**src/rtl/pipeline_hazard_ctrl.sv**
```systemverilog
// pipeline_hazard_ctrl
// Central stall/flush controller for the 5-stage pipeline. It decodes memory-wait,
// redirect and load-use hazards in strict priority order and drives the per-stage
// stall/flush strobes combinationally. It also keeps saturating stall/flush
// performance counters and a sticky data-memory timeout flag.
module pipeline_hazard_ctrl #(
    parameter int CNT_W       = 32,
    parameter int MEM_TIMEOUT = 64
) (
    input  logic             clk,
    input  logic             rst_n,
    input  logic             id_valid,
    input  logic [4:0]       id_rs1,
    input  logic [4:0]       id_rs2,
    input  logic             id_uses_rs1,
    input  logic             id_uses_rs2,
    input  logic             ex_mem_read,
    input  logic [4:0]       ex_rd,
    input  logic             ex_redirect,
    input  logic             mem_req,
    input  logic             mem_ready,
    output logic             pc_stall,
    output logic             if_id_stall,
    output logic             if_id_flush,
    output logic             id_stall,
    output logic             id_flush,
    output logic             ex_mem_stall,
    output logic [CNT_W-1:0] stall_cnt,
    output logic [CNT_W-1:0] flush_cnt,
    output logic             mem_timeout_err,
    output logic [1:0]       ctrl_state
);

    localparam int WAIT_W = $clog2(MEM_TIMEOUT + 1);
    localparam logic [WAIT_W-1:0] WAIT_MAX = WAIT_W'(MEM_TIMEOUT);
    localparam logic [WAIT_W-1:0] WAIT_ONE = WAIT_W'(1);
    localparam logic [CNT_W-1:0]  CNT_ONE  = CNT_W'(1);
    localparam logic [CNT_W-1:0]  CNT_MAX  = '1;

    typedef enum logic [1:0] {
        ST_RUN        = 2'd0,
        ST_LOAD_STALL = 2'd1,
        ST_MEM_WAIT   = 2'd2
    } state_t;

    state_t            state_q, state_d;
    logic [WAIT_W-1:0] wait_cnt_q, wait_cnt_d;
    logic [CNT_W-1:0]  stall_cnt_q, stall_cnt_d;
    logic [CNT_W-1:0]  flush_cnt_q, flush_cnt_d;
    logic              err_q, err_d;

    logic memwait, redirect, loaduse;
    logic pc_stall_raw, if_id_stall_raw, if_id_flush_raw;
    logic id_stall_raw, id_flush_raw, ex_mem_stall_raw;

    // Hazard event decode from the current stage contents; x0 never creates a dependency.
    always_comb begin
        memwait  = mem_req & ~mem_ready;
        redirect = ex_redirect;
        loaduse  = id_valid & ex_mem_read & (ex_rd != 5'd0) &
                   ((id_uses_rs1 & (id_rs1 == ex_rd)) | (id_uses_rs2 & (id_rs2 == ex_rd)));
    end

    // Priority-resolved strobes: memory wait freezes everything, redirect squashes, load-use bubbles.
    always_comb begin
        pc_stall_raw     = 1'b0;
        if_id_stall_raw  = 1'b0;
        if_id_flush_raw  = 1'b0;
        id_stall_raw     = 1'b0;
        id_flush_raw     = 1'b0;
        ex_mem_stall_raw = 1'b0;
        if (memwait) begin
            pc_stall_raw     = 1'b1;
            if_id_stall_raw  = 1'b1;
            id_stall_raw     = 1'b1;
            ex_mem_stall_raw = 1'b1;
        end else if (redirect) begin
            if_id_flush_raw  = 1'b1;
            id_flush_raw     = 1'b1;
        end else if (loaduse) begin
            pc_stall_raw     = 1'b1;
            if_id_stall_raw  = 1'b1;
            id_flush_raw     = 1'b1;
        end
    end

    // Strobes are forced low while reset is held so stage registers see no spurious stall/flush.
    always_comb begin
        pc_stall     = pc_stall_raw     & rst_n;
        if_id_stall  = if_id_stall_raw  & rst_n;
        if_id_flush  = if_id_flush_raw  & rst_n;
        id_stall     = id_stall_raw     & rst_n;
        id_flush     = id_flush_raw     & rst_n;
        ex_mem_stall = ex_mem_stall_raw & rst_n;
    end

    // Next-state logic for the debug FSM, the wait-run counter, the timeout flag and perf counters.
    // The wait counter measures the current run of consecutive memwait cycles, entry cycle included.
    always_comb begin
        state_d     = state_q;
        wait_cnt_d  = wait_cnt_q;
        stall_cnt_d = stall_cnt_q;
        flush_cnt_d = flush_cnt_q;
        err_d       = err_q;

        case (state_q)
            ST_RUN: begin
                if (memwait)                   state_d = ST_MEM_WAIT;
                else if (loaduse && !redirect) state_d = ST_LOAD_STALL;
                else                           state_d = ST_RUN;
            end
            ST_LOAD_STALL: begin
                if (memwait) state_d = ST_MEM_WAIT;
                else         state_d = ST_RUN;
            end
            ST_MEM_WAIT: begin
                if (memwait) state_d = ST_MEM_WAIT;
                else         state_d = ST_RUN;
            end
            default: state_d = ST_RUN;
        endcase

        if (!memwait) begin
            wait_cnt_d = '0;
        end else if (wait_cnt_q != WAIT_MAX) begin
            wait_cnt_d = wait_cnt_q + WAIT_ONE;
        end

        if (wait_cnt_d == WAIT_MAX) begin
            err_d = 1'b1;
        end

        if (pc_stall && (stall_cnt_q != CNT_MAX)) begin
            stall_cnt_d = stall_cnt_q + CNT_ONE;
        end
        if (if_id_flush && (flush_cnt_q != CNT_MAX)) begin
            flush_cnt_d = flush_cnt_q + CNT_ONE;
        end
    end

    // State registers; asynchronous reset returns to RUN and clears every counter and flag.
    always_ff @(posedge clk or negedge rst_n) begin
        if (!rst_n) begin
            state_q     <= ST_RUN;
            wait_cnt_q  <= '0;
            stall_cnt_q <= '0;
            flush_cnt_q <= '0;
            err_q       <= 1'b0;
        end else begin
            state_q     <= state_d;
            wait_cnt_q  <= wait_cnt_d;
            stall_cnt_q <= stall_cnt_d;
            flush_cnt_q <= flush_cnt_d;
            err_q       <= err_d;
        end
    end

    // Registered status outputs.
    always_comb begin
        stall_cnt       = stall_cnt_q;
        flush_cnt       = flush_cnt_q;
        mem_timeout_err = err_q;
        ctrl_state      = state_q;
    end

endmodule

```
**config.mk**
```make
export PLATFORM = sky130hd
export DESIGN_NAME = pipeline_hazard_ctrl
export DESIGN_NICKNAME = d
export VERILOG_FILES = /design/src/rtl/pipeline_hazard_ctrl.sv
export SDC_FILE = /design/constraint.sdc
export NUM_CORES = 1
export LEC_CHECK = 0
export ABC_AREA = 1
export BUFFER_PORTS_ARGS = -buffer_cell sky130_fd_sc_hd__buf_4
export CORE_MARGIN = 4
export CORE_UTILIZATION = 40
export DETAILED_ROUTE_END_ITERATION = 16
export HOLD_SLACK_MARGIN = 0.1
export PLACE_DENSITY = 0.71
export SLEW_MARGIN = 20
export SYNTH_ARGS = -nofsm -noshare
export SYNTH_HDL_FRONTEND = slang
export SYNTH_SLANG_ARGS = --single-unit
```
**constraint.sdc**
```tcl
create_clock -name clk -period 1.7 [get_ports clk]
set_input_delay 0.34 -clock clk [delete_from_list [all_inputs] [get_ports clk]]
set_output_delay 0.34 -clock clk [all_outputs]
set_load 0.02 [all_outputs]
```
==> flow_summary_export.csv, run 1 <==
group,metric,value,unit
global_routing,grt_max_degree,44,
worst_setup_path,cp_common_cell,"nor2_4",
synth,ys_ff_latch,74,
timing,setup_tns,0,ps
drt,drtPass1Iterations,5,
timing,slew_violations,0,
placement,gp_congestion,0.897,
worst_setup_path,cpLargestDelayFamily,"simple AND/OR/NAND/NOR gates",
final_layout,antenna_cells,0,
synth,synth_edf_count,0,
global_routing,grt_pass1_wl,23.1,mm
timing,fin_ws,48.6,ps
synth,synthAdderAreaFrac,1.52,%
floorplan,num_io_pins,97,
timing,period_minus_slack,1650,ps
worst_setup_path,slowest_delay,410,ps
timing,skew,14.6,ps
floorplan,die_area,0.0142,sq mm
cts,clk_pin_slew_worst_paths,70,ps
drt,wl_per_cell,13.5,um
final_layout,area_growth,44.9,%
global_routing,grt_overflow,0,
power_and_ir_drop,intPower,3.63,mW
floorplan,die_x,119,um
timing,hold_viol_final,0,
floorplan,rows,40,
timing,slew_headroom,64.0,%
worst_setup_path,worst-path-max-fanout,6,
synth,ys_top_cells_by_area,"dfrtp_1 (38%), nand2_1 (20%), nand3_1 (7.6%), inv_1 (6.5%), nor2_1 (5.3%)",
drt,drc,0,
placement,place.port_buffers,96,
synth,synth.distinct_cells,31,
floorplan,initial_core_util,40.9,%
synth,yosysSeqAreaShare,37.5,%
cts,clk_latency,350,ps
floorplan,core_area,0.0121,sq mm
floorplan,die_y,119,um
synth,syn_area_per_cell,6.79,sq um
timing,rsz0062_at_grt,"true",
synth,synth_xor_area_share,7.81,%
synth,synth_top_area_share,37.5,%
drt,drt_iter0_markers,380,
final_layout,finalNonFillerCells,1091,
timing,fin_crit_sh,97.1,%
power_and_ir_drop,ir_drop,0.468,mV
synth,synth_area_leader_cell,"dfrtp_1",
worst_setup_path,cp_slowest_cell,"dfrtp_2",
synth,yosysWarnings,0,
placement,pre_cts_ws,-85.0,ps
worst_setup_path,critical_path.endpoint_type,"flip-flop",
drt,viasPerCell,4.90,
timing,worst_pin_slew,539,ps
final_layout,nFillCells,1085,
placement,dpl.hpwl,10.6,mm
global_routing,grt_usage,20.1,%
drt,drt-total-wl,14.7,mm
cts,cts-htree-levels,3,
synth,syn_nets,756,
power_and_ir_drop,switching_power,1.67,mW
job,maxCapViolCount,0,
synth,netlist_instances,726,
cts,clock_path_buffers,2,
worst_setup_path,arrival,1880,ps
worst_setup_path,crit_chain,"ha_4 -> nand3_4 -> nor2_4 -> inv_4 -> nor2_4 -> nand2_2 -> nand2_4 -> inv_6 -> clkbuf_16 -> nand2_1 -> o21ai_0",
synth,synth_simple_gate_area_share,41.8,%
cts,clock-root-buffer,"clkbuf_16",
synth,synth_common_cells,"nand2_1 (259), inv_1 (85), nand3_1 (75), dfrtp_1 (74), nor2_1 (69)",
global_routing,grt_pass1_vias,4860,
cts,cts_sinks,74,
final_layout,drive_above_1_share,31.2,%
hold_path,hold_path.class,"input port to asynchronous set/reset pin",
drt,ant_nets,0,
synth,synth_most_common_cell,"nand2_1",
outcome,status,"completed",
global_routing,grt_antenna_before_repair,0,
power_and_ir_drop,clkPwrFrac,36.7,%
cts,numCtsBuffers,9,
synth,synth_compound_area_share,2.21,%
worst_setup_path,path_buf_inv,3,
synth,async_flop_share,100,%
power_and_ir_drop,combPwrFrac,23.5,%
power_and_ir_drop,seqPwrFrac,39.7,%
synth,synth_flop_cell,"dfrtp_1",
worst_setup_path,required,1930,ps
synth,synth_area,0.00493,sq mm
power_and_ir_drop,p_per_area,741,mW/mm^2
final_layout,nNetsFinal,948,
drt,dr_total_vias,5341,
placement,dp.cells,1055,
worst_setup_path,r2r_slack,50,ps
cts,cts_tree,"yes",
worst_setup_path,path_class,"flip-flop to flip-flop",
power_and_ir_drop,p_leak,3.75,nW
timing,max_freq,606,MHz
synth,synthMuxAreaShare,0,%
synth,synth_top_family_by_area,"simple AND/OR/NAND/NOR gates",
power_and_ir_drop,switching_share,31.4,%
timing,setup_viol_count_final,0,
worst_setup_path,start_kind,"flip-flop",
[cells in the final DEF (no fill, tap or decap), drive strengths merged]
cell         synthesis  routed
clkbuf               3      12
buf                 14     194
xnor2               16      16
a21oi                3       3
inv                 91      92
ha                   6       6
and3                 1       1
nand4               16      16
dfrtp               74      74
bufinv               0       1
nand3               76      76
nand3b               7       7
clkinv               0       3
or2                  1       1
nor2                77      77
nor3                32      32
nor3b                2       2
o21ai               18      18
nand2              261     261
clkinvlp             0       1
xor2                28      28
dlygate4sd3          0       2
[worst reg2reg max path: cells and delay by family, from the launching register on]
kind            cells  cell delay [ps]
fa+ha+maj           1              170
buf+inv             3              300
compound gates      1               80
simple gates        6              590
flops               1              410
[worst paths after layout]
path / startpoint / to / cells after the start
worst max-delay path: flush_cnt[1] / flush_cnt[3] / 11
worst min-delay path: rst_n / stall_cnt[26] / 3
worst max register to register: flush_cnt[1] / flush_cnt[3] / 11
worst min register to register: mem_timeout_err / mem_timeout_err / 2
max in group asynchronous: rst_n / stall_cnt[22] / 3
min in group clk: mem_ready / wait_cnt_q[1] / 5
[sequential cells by signal, summed over array words and instances (netlist names)]
| register | count |
|---|---|
| flush_cnt | 32 |
| wait_cnt_q | 7 |
| mem_timeout_err | 1 |
| stall_cnt | 32 |
| ctrl_state | 2 |
[stage by stage]
step	util, %	hold WS, ps	area (sq um)	power, mW
after floorplan	-	44.4	4970	2.67
after global placement	53.4	350	6450	3.20
after detailed placement	53.4	348	6450	3.22
after CTS	56.3	310	6790	5.19
after global routing	59.2	363	7150	5.55
final	59.2	286	7150	5.30
[cell families after synthesis]
group | after synthesis
AND/OR/NAND/NOR | 473
flip-flops | 74
buffers and inverters | 108
XOR/XNOR | 44
AO/OA/AOI/OAI | 21
adder cells (fa/ha/maj) | 6
[power groups by stage]
stage | clock [mW] | sequential [mW] | combinational [mW]
floorplan | 0 | 2.26 | 0.403
global placement | 0 | 2.10 | 1.10
detailed placement | 0 | 2.10 | 1.12
CTS | 1.98 | 2.07 | 1.13
global route | 2.06 | 2.13 | 1.36
finish | 1.95 | 2.10 | 1.25
[repair_timing]
item                                    in CTS  in global routing
pin swaps                                    3                 25
hold endpoints to repair                    31                  0
hold buffers                                 2                  0
gates cloned                                 0                  3
endpoints found under the setup margin      14                 63
gates resized for setup                      5                 66
buffers inserted                             1                 14
[routing by layer]
| layer | routed length, um | GRT usage (%) | up-vias |
|---|---|---|---|
| met3 | 842 | 3.37 | 41 |
| met4 | 475 | 9.41 | 0 |
| met2 | 6920 | 31.8 | 165 |
| li1 | - | - | 2668 |
| met1 | 6480 | 26.9 | 2467 |
| met5 | 0 | 0 | - |
[final cells by class]
| class | count | area, sq um | share of cell area, % |
|---|---|---|---|
| clock buffer | 10 | 229 | 3.20 |
| timing repair buffer | 198 | 1600 | 22.4 |
| sequential | 74 | 1870 | 26.2 |
| tap | 168 | 210 | 2.94 |
| multi-input combinational | 544 | 2820 | 39.5 |
| inverter | 91 | 354 | 4.96 |
| clock inverter | 6 | 65.1 | 0.911 |
Power figures use the tool's default switching activity.
==> run 2, diff against run 1 <==
Settings changed: ABC_AREA 1 to unset, PLACE_DENSITY 0.71 to 0.73.
==> flow_summary_export.csv, run 2 <==
group,metric,value,unit
outcome,status,"finished with violations",
outcome,violations,"negative setup slack",
final_layout,final_common_cell,"buf_4",
placement,gp_congestion,0.853,
cts,clock-root-buffer,"clkbuf_8",
timing,setup_viol_count_final,51,
placement,place.port_buffers,96,
drt,drc,0,
final_layout,final_util,72.8,%
drt,wl_per_cell,16.0,um
placement,postPlaceCellArea,0.00578,sq mm
timing,fin_ws,-302,ps
synth,syn_nets,412,
timing,worst_pin_slew,523,ps
final_layout,drive_above_1_share,61.1,%
final_layout,antenna_cells,0,
floorplan,die_area,0.0112,sq mm
power_and_ir_drop,p_leak,3.28,nW
final_layout,area_growth,76.8,%
timing,period_minus_slack,2000,ps
synth,yosysWarnings,0,
job,maxCapViolCount,0,
timing,rsz0062_at_grt,"true",
synth,synth_flop_cell,"dfrtp_1",
drt,drt-total-wl,12.1,mm
power_and_ir_drop,ir_drop,0.510,mV
final_layout,nNetsFinal,649,
cts,clock_path_buffers,2,
floorplan,core_area,0.00928,sq mm
worst_setup_path,critical_path.endpoint_type,"primary output",
cts,cts_hold_buffers,0,
placement,dpl.hpwl,8.06,mm
cts,cts_sinks,74,
worst_setup_path,arrival,1660,ps
worst_setup_path,path_class,"input port to primary output",
global_routing,grt_max_degree,41,
timing,skew,13.1,ps
worst_setup_path,start_kind,"input port",
drt,drtPass1Iterations,4,
worst_setup_path,slowest_delay,510,ps
cts,numCtsBuffers,9,
floorplan,num_io_pins,97,
floorplan,die_x,106,um
hold_path,hold_path.class,"input port to asynchronous set/reset pin",
global_routing,grt_overflow,0,
worst_setup_path,worst-path-max-fanout,3,
drt,dr_total_vias,3816,
global_routing,grt_pass1_vias,3934,
worst_setup_path,cp_slowest_cell,"or4_4",
global_routing,grt_usage,19.7,%
synth,yosysSeqAreaShare,48.4,%
timing,slew_violations,0,
final_layout,nFillCells,652,
floorplan,initial_core_util,41.2,%
timing,max_freq,499,MHz
global_routing,grt.busiest_layer,"met2",
synth,synth_area_leader_cell,"dfrtp_1",
global_routing,grtUsageMet3,3.49,%
drt,viasPerCell,5.07,
worst_setup_path,crit_chain,"buf_6 -> or4_4 -> o211ai_1 -> buf_4 -> nand2b_4 -> o21ai_4 -> buf_6",
power_and_ir_drop,p_per_area,706,mW/mm^2
synth,async_flop_share,100,%
floorplan,rows,35,
final_layout,final_cell_mix,"buf_4 (210), dfrtp_1 (47), xor2_1 (34)",
synth,syn_area_per_cell,10.0,sq um
global_routing,grt_pass1_wl,18.1,mm
synth,synth.distinct_cells,38,
global_routing,grt_antenna_before_repair,0,
cts,clk_pin_slew_worst_paths,80,ps
final_layout,finalInstanceArea,0.00676,sq mm
timing,fin_crit_sh,118,%
worst_setup_path,required,1360,ps
global_routing,use_met1,23.6,%
synth,ys_top_cells_by_area,"dfrtp_1 (48%), xnor2_1 (9.4%), xor2_1 (7.8%), nand3_1 (4.1%), nand2_1 (3.3%)",
synth,synth_common_cells,"dfrtp_1 (74), xnor2_1 (41), nand2_1 (34), xor2_1 (34), nand3_1 (31)",
synth,ys_ff_latch,74,
timing,hold_viol_final,0,
cts,clk_latency,340,ps
worst_setup_path,cp_common_cell,"buf_6",
drt,ant_nets,0,
synth,synth_top_area_share,48.4,%
synth,netlist_instances,382,
synth,synth_most_common_cell,"dfrtp_1",
cts,cts-htree-levels,3,
synth,synth_area,0.00382,sq mm
floorplan,die_y,106,um
global_routing,met2_usage,36.2,%
synth,synth_edf_count,0,
worst_setup_path,r2r_slack,-210,ps
cts,cts_tree,"yes",
timing,slew_headroom,65.1,%
drt,drt_iter0_markers,108,
## run 2: changes by cell type after synthesis, sizes merged, moves of 11 or more
cell	previous run	this run
nor2	77	31
inv	91	15
xnor2	16	41
nand3	76	31
nand2	261	34
and3	1	14
o21ai	18	3
nor3	32	21
## run 2: logic make-up after synthesis
logic type,count (synthesis),synth area share (%)
XOR/XNOR,75,17.2
flip-flops,74,48.4
multiplexers,6,1.83
AO/OA/AOI/OAI,17,2.98
buffers and inverters,23,2.62
AND/OR/NAND/NOR,181,25.0
adder cells (fa/ha/maj),6,1.96
## run 2: worst paths after layout
kind	startpoint	to	depth (start not counted)
max	ex_rd[2]	if_id_stall	7
min	rst_n	ctrl_state[0]	3
max reg2reg	flush_cnt[1]	flush_cnt[1]	6
min reg2reg	mem_timeout_err	mem_timeout_err	1
max in group asynchronous	rst_n	flush_cnt[14]	3
min in group clk	ex_redirect	ctrl_state[0]	2
## run 2: area by class of cell
class	count	area, sq um	area share [%]
Multi-Input combinational cell	285	2570	38.0
Sequential cell	74	1890	27.9
Timing Repair Buffer	234	1880	27.9
Tap cell	129	161	2.39
Clock buffer	12	155	2.29
Inverter	15	58.8	0.870
Clock inverter	4	50.0	0.740
## run 2: metrics by stage
step / hold WS [ps] / setup slack, ps / total power [mW] / setup TNS, ps / std cells
floorplan: 44.4 / -178 / 2.53 / -5710 / 382
global placement: 458 / -400 / 3.16 / -12720 / 718
detailed placement: 460 / -392 / 3.21 / -13500 / 718
CTS: 186 / -312 / 4.68 / -5390 / 739
global route: 204 / -362 / 4.98 / -9890 / 753
finish: 204 / -302 / 4.77 / -6190 / 753
## run 2: metal layers
metal  vias to the layer above  routed length (um)
met5                         -                   0
met4                         0                 242
met3                        21                 577
met2                       112                6390
met1                      1879                4860
li1                       1804                   -
## run 2: power breakdown
part | switching [mW] | internal, mW
registers | 0.0960 | 1.89
logic | 0.682 | 0.684
clock network | 0.662 | 0.757
## run 2: timing repair
action / in CTS / in global routing
pin swaps: 28 / 44
endpoints found under the setup margin: 56 / 67
setup buffers: 9 / 17
resized for setup: 46 / 93
## run 2: worst max-delay path, delay by kind of cell
family          cells  cell delay [ps]
simple gates        2              660
buf+inv             3              370
compound gates      2              300
